$ cat src/rtl/photon_gate_counter.sv
// photon_gate_counter: counts synchronized photon rises per 50Hz sync window and offers each count on valid/ready.
// Define PERIOD_MEASURE_EN to also report the window length in clk cycles on period_cycles.
module photon_gate_counter #(
  parameter int CNT_W       = 24,
  parameter int SYNC_STAGES = 2,
  parameter int PER_W       = 24
) (
  input  logic             clk,
  input  logic             rst_n,
  input  logic             enable,
  input  logic             photon_pulse,
  input  logic             sync_50Hz,
  output logic [CNT_W-1:0] count_data,
  output logic             count_sat,
  output logic             count_valid,
  input  logic             count_ready,
  output logic             overrun,
  output logic [PER_W-1:0] period_cycles
);

  typedef enum logic {IDLE, COUNT} state_t;

  state_t state_q, state_d;
  logic [SYNC_STAGES:0] ph_sync_q, ph_sync_d, sy_sync_q, sy_sync_d;
  logic ph_rise_q, ph_rise_d, sy_rise_q, sy_rise_d;
  logic [CNT_W-1:0] acc_q, acc_d, data_q, data_d;
  logic sat_q, sat_d, csat_q, csat_d, valid_q, valid_d, overrun_q, overrun_d;

  // Top bit of each chain is the previous value of the last synchronizer stage.
  always_comb begin
    ph_sync_d = {ph_sync_q[SYNC_STAGES-1:0], photon_pulse};
    sy_sync_d = {sy_sync_q[SYNC_STAGES-1:0], sync_50Hz};
    ph_rise_d = ph_sync_q[SYNC_STAGES-1] & ~ph_sync_q[SYNC_STAGES];
    sy_rise_d = sy_sync_q[SYNC_STAGES-1] & ~sy_sync_q[SYNC_STAGES];
  end

  always_comb begin
    state_d   = state_q;
    acc_d     = acc_q;
    sat_d     = sat_q;
    data_d    = data_q;
    csat_d    = csat_q;
    valid_d   = valid_q;
    overrun_d = 1'b0;
    if (valid_q && count_ready) valid_d = 1'b0;
    case (state_q)
      IDLE: begin
        acc_d = '0;
        sat_d = 1'b0;
        if (enable && sy_rise_q) state_d = COUNT;
      end
      COUNT: begin
        if (!enable) begin
          state_d = IDLE;
          acc_d   = '0;
          sat_d   = 1'b0;
        end else if (sy_rise_q) begin
          // A photon coincident with the close belongs to the new window.
          data_d    = acc_q;
          csat_d    = sat_q;
          valid_d   = 1'b1;
          overrun_d = valid_q && !count_ready;
          acc_d     = CNT_W'(ph_rise_q);
          sat_d     = 1'b0;
        end else if (ph_rise_q && (acc_q != '1)) begin
          acc_d = acc_q + 1'b1;
          if (acc_d == '1) sat_d = 1'b1;
        end
      end
      default: state_d = IDLE;
    endcase
  end

  always_ff @(posedge clk) begin
    if (!rst_n) begin
      state_q   <= IDLE;
      ph_sync_q <= '0;
      sy_sync_q <= '0;
      ph_rise_q <= 1'b0;
      sy_rise_q <= 1'b0;
      acc_q     <= '0;
      sat_q     <= 1'b0;
      data_q    <= '0;
      csat_q    <= 1'b0;
      valid_q   <= 1'b0;
      overrun_q <= 1'b0;
    end else begin
      state_q   <= state_d;
      ph_sync_q <= ph_sync_d;
      sy_sync_q <= sy_sync_d;
      ph_rise_q <= ph_rise_d;
      sy_rise_q <= sy_rise_d;
      acc_q     <= acc_d;
      sat_q     <= sat_d;
      data_q    <= data_d;
      csat_q    <= csat_d;
      valid_q   <= valid_d;
      overrun_q <= overrun_d;
    end
  end

  assign count_data  = data_q;
  assign count_sat   = csat_q;
  assign count_valid = valid_q;
  assign overrun     = overrun_q;

`ifdef PERIOD_MEASURE_EN
  logic win_clear, win_close;
  logic [PER_W-1:0] per_acc_q, per_acc_d, period_q, period_d;

  assign win_clear = (state_q == IDLE) || !enable;
  assign win_close = (state_q == COUNT) && enable && sy_rise_q;

  // Reported length includes the closing sync cycle itself.
  always_comb begin
    per_acc_d = per_acc_q;
    period_d  = period_q;
    if (win_clear) begin
      per_acc_d = '0;
    end else if (win_close) begin
      period_d  = (per_acc_q == '1) ? per_acc_q : per_acc_q + 1'b1;
      per_acc_d = '0;
    end else if (per_acc_q != '1) begin
      per_acc_d = per_acc_q + 1'b1;
    end
  end

  always_ff @(posedge clk) begin
    if (!rst_n) begin
      per_acc_q <= '0;
      period_q  <= '0;
    end else begin
      per_acc_q <= per_acc_d;
      period_q  <= period_d;
    end
  end

  assign period_cycles = period_q;
`else
  assign period_cycles = '0;
`endif

endmodule
$ cat config.mk
export PLATFORM = sky130hd
export DESIGN_NAME = photon_gate_counter
export DESIGN_NICKNAME = d
export VERILOG_FILES = /design/src/rtl/photon_gate_counter.sv
export SDC_FILE = /design/constraint.sdc
export NUM_CORES = 1
export LEC_CHECK = 0
export ABC_AREA = 1
export CORE_MARGIN = 10
export CORE_UTILIZATION = 40
export CTS_CLUSTER_DIAMETER = 200
export DETAILED_ROUTE_END_ITERATION = 12
export GPL_TIMING_DRIVEN = 1
export HOLD_SLACK_MARGIN = 0.05
export PLACE_DENSITY = 0.67
export SLEW_MARGIN = 15
export SYNTH_ARGS = -nofsm -noshare
export SYNTH_HDL_FRONTEND = slang
export SYNTH_SLANG_ARGS = --single-unit
$ cat constraint.sdc
create_clock -name clk -period 3.2 [get_ports clk]
set_input_delay 0.64 -clock clk [delete_from_list [all_inputs] [get_ports clk]]
set_output_delay 0.64 -clock clk [all_outputs]
set_load 0.005 [all_outputs]
== Yosys cells after proc, flatten, opt, wreduce, memory -nomap -nowiden ==
Cells that the tools add are included.
Storage, ports and cells
  word-level logic and storage cells: 45
  output and inout port bits: 51
  register bits after elaboration: 61
Cells by class
  mux-type cells: 16
  equality and inequality tests: 4
  bitwise gates (word level): 5
  reductions and logical operators: 8
  $add $sub $neg: 1
Operator list (number)
  $mux 24: 3
  $pmux 24 s2: 1
  $add 24x1->24 const B: 1
  $eq 24x24->1 const B: 1
  $ne 24x24->1 const B: 1
  $mux 1: 10
  $ne 4x2->1 const B: 2
  $logic_and 1x1->1: 4
  $pmux 1 s2: 2
  $reduce_and 4->1: 1
  $not 1->1: 3
  $reduce_and 3->1: 1
  $and 1x1->1: 2
  $reduce_and 2->1: 1
  $logic_not 1->1: 1

== Longest topological paths before layout ==
  depth in word-level cells: 7
  mapped depth: 13
  depth with buffers taken out: 13

== Least setup slack after synthesis ==
OpenSTA, ideal clock, no wires.
  path type: flip-flop to flip-flop
  start point: register acc_q[1]
  end point: register acc_q[14]
  data required time: 3079 ps
  arrival time: 1531 ps
  path slack: 1548 ps
  library setup time: 121 ps
  path buffers: 1
  stages on the path, launching flop included: 12
  path through: dfxtp_1 -> ha_1 -> nand2_2 -> nor2_4 -> nand2_4 -> nor2_4 -> nand2_2 -> nand2_4 -> inv_2 -> buf_2 -> o21ai_0 -> a21oi_1
On the way
  cells in the longest elaborated chain, start to end: 5
  elaborated cells between the ends (all ways): 8
  classes of those cells: 1 x add/sub; 2 x eq/ne; 4 x mux; 1 x reduce/logical
RTL lines
  start: declaration: line 26  | logic [CNT_W-1:0] acc_q, acc_d, data_q, data_d;
  start signal: assignment: line 81  | acc_q <= '0;
  start signal: assignment: line 93  | acc_q <= acc_d;
  $add 24x1->24: line 66  | acc_d = acc_q + 1'b1;
  $mux 24: line 65  | end else if (ph_rise_q && (acc_q != '1)) begin
  $mux 24: line 57  | end else if (sy_rise_q) begin
  $mux 24: line 53  | if (!enable) begin
  $pmux 24 s2: line 46  | case (state_q)
Parallel ways exist; a longest one is shown, timed or not. The select of a mux whose other input is x is not followed.
A chain may end at the register's enable or synchronous reset.

== Worst setup path after layout ==
  start point: register acc_q[1]
  end point: register acc_q[5]
Same word-level chain as after synthesis.

==> out/metrics.yaml <==
clocking:
  clock_latency_ns: 0.34
  cts_max_path_buffers: 2
  clock-sinks: 61
  clockRootBuffer: "clkbuf_8"
  cts_hold_buf: 0
  cts_htree_levels: 3
  cts_tree: "built"
  cts_inserted_buffers: 9
  postCtsSetupRepairBufs: 0
  worst_setup_hold_path_clk_slew_ns: 0.07
  post_cts_resized: 0
global_routing:
  grt_pass1_vias: 2560
  use_met3: 0.0335
  track_usage: 0.130
  busiest_layer: "met2"
  antenna_found_initial: 0
  grt-ovfl-total: 0
  grt_max_degree: 42
  met1_usage: 0.164
  grtUsageMet2: 0.211
  grt_pass1_wl_um: 12500
power_and_ir_drop:
  vdd_ir_drop_max_v: 0.000246
  leakagePower_uw: 0.00143
  p_sw_uw: 327
  p_int_uw: 1300
  power_frac_clock: 0.507
  power.share.sequential: 0.471
  p_per_area_nw_per_um2: 444
  netSwitchingFraction: 0.202
  p_comb_frac: 0.022
setup_path:
  critPathRequiredTime_ns: 3.43
  crit_type: "register to register"
  cp_cell_sequence: "ha_1 > nand2_2 > nor2_4 > nand2_4 > nor2_4 > nand2_2 > nand2_4 > inv_2 > nand2_1 > inv_1 > nand3_1 > a21oi_2"
  slowest_delay_ns: 0.42
  critPathArrivalTime_ns: 2.41
  critPathMaxFanout: 17
  path_buf_inv: 2
  cp-start-kind: "register"
  critPathSlowestCell: "dfxtp_1"
  end_kind: "register"
  path_delay_family: "simple AND/OR/NAND/NOR gates"
  cp.depth: 12
  r2r_cells: 12
layout:
  layout_commonest_cell: "nand2_1"
  final_cell_mix: "nand2_1, dfxtp_1, nor2_1"
  num-fill-cells: 755
  seq_area_um2: 1220
  synthToLayoutAreaGrowth_pct: 18.5
  drive_gt1_frac: 0.116
  nets: 478
  multi_input_area_um2: 1550
  diodes: 0
timing:
  whs_ns: 0.387
  fin_skew_ns: 0.00529
  finalMaxSlewViolations: 0
  post-route-period-util: 0.681
  fmax_mhz: 459
  hold_viol_final: 0
  rsz0062_at_grt: "false"
  finalSetupViolations: 0
  finalCriticalPeriod_ns: 2.18
  setup_tns_ns: 0
floorplan:
  core_um2: 7370
  ios: 57
  die-area_um2: 11600
  die_h_um: 108
  die_w_um: 108
  initial_core_util: 0.419
  num_rows: 31
synthesis:
  synth.cell_area_um2: 3090
  synth.yosys.seq_area_share: 0.396
  ys_top_cells_by_area: "dfxtp_1, nand2_1, nor2_1, buf_4, o21ai_0"
  yosysWarnings: 0
  yosysTopAreaCellShare: 0.396
  avgSynthCellArea_um2: 7.08
  async_reset_ff_frac: 0
  ys_ff_latch: 61
  synth_edf_count: 0
  yosysTopAreaCell: "dfxtp_1"
  synth.distinct_cells: 32
  syn_inst: 436
  synth_flop_cell: "dfxtp_1"
route:
  routed_wl_um: 7330
  vias: 2710
  drtIter0Drc: 212
  via_per_inst: 4.72
  postRouteAntennaNets: 0
  firstDrtPassIters: 5
  drc: 0
  wl_per_cell_um: 12.8
run_status:
  outcome: "finished, final reports clean"
worst_hold_path:
  hold_depth: 1
  hp-class: "register to register"
flow_run:
  max_cap_viol_count: 0
placement:
  dp_hpwl_um: 5460
  io_buffer_count: 32
  gp_congestion: 0.915
## registers in the layout, summed over array words and instances, names as in the netlist
signal and flops:
sy_rise_q 1, state_q 1, count_valid 1, overrun 1, ph_rise_q 1, sy_sync_q 3, sat_q 1, count_data 24
ph_sync_q 3, acc_q 24, count_sat 1
## cell type report
| cell class | instances | area share |
|---|---|---|
| clock buffers | 13 | 0.0490 |
| clock inverters | 3 | 0.0178 |
| inverters | 44 | 0.0455 |
| multi-input cells | 318 | 0.424 |
| flip-flops and latches | 61 | 0.334 |
| well taps | 99 | 0.0339 |
| repair buffers | 36 | 0.0959 |
## metal layers
layer	part of all wire	up-vias
met1	0.46	1237
met5	0	-
met4	0.0078	0
met3	0.067	7
li1	-	1412
met2	0.46	54
## kinds of logic after synthesis
family / share of synthesized area
compound gates: 0.154
xor+xnor: 0.00568
fa+ha+maj: 0.00811
buf+inv: 0.131
flops: 0.396
other cells: 0.00122
simple gates: 0.305
## worst register-to-register path, stage by stage, from the launching register on
cell	delay, ns
dfxtp_1	0.42
ha_1	0.25
nand2_2	0.10
nor2_4	0.17
nand2_4	0.10
nor2_4	0.13
nand2_2	0.06
nand2_4	0.19
inv_2	0.16
nand2_1	0.13
inv_1	0.16
nand3_1	0.14
a21oi_2	0.06
## stage by stage
step	cell area [µm²]	total power [µW]	std cells	utilization	setup slack, ns
2_1_floorplan	3170	825	459	-	1.55
3_3_place_gp	3410	817	558	0.463	0.943
3_5_place_dp	3410	817	558	0.463	0.847
4_1_cts	3650	1630	574	0.496	1.03
5_1_grt	3650	1670	574	0.496	0.798
6_report	3650	1620	574	0.496	1.02
## power groups by stage
stage	Sequential [µW]	Combinational, µW	Clock (µW)
2_1_floorplan	782	43.4	0
3_3_place_gp	782	34.7	0
3_5_place_dp	782	35.2	0
4_1_cts	765	35.4	835
5_1_grt	765	41.3	868
6_report	765	36.5	823
## worst paths after layout
kind / start / endpoint / slack [ns]
min: ph_sync_q[2]$_SDFF_PN0_ / ph_rise_q$_SDFF_PN0_ / 0.39
max: acc_q[1]$_SDFFE_PN0P_ / acc_q[5]$_SDFFE_PN0P_ / 1.02
min reg2reg: ph_sync_q[2]$_SDFF_PN0_ / ph_rise_q$_SDFF_PN0_ / 0.39
max reg2reg: acc_q[1]$_SDFFE_PN0P_ / acc_q[5]$_SDFFE_PN0P_ / 1.02
## cells in the mapped netlist (6+ instances only)
cell	count
nor2_2	6
inv_1	40
buf_4	25
nand2_1	102
nand3_1	23
a21oi_1	32
dfxtp_1	61
a211oi_1	6
o21ai_0	33
clkbuf_1	8
a21oi_2	8
nor2_1	51
Note: power is estimated with default switching activity, not from simulation.
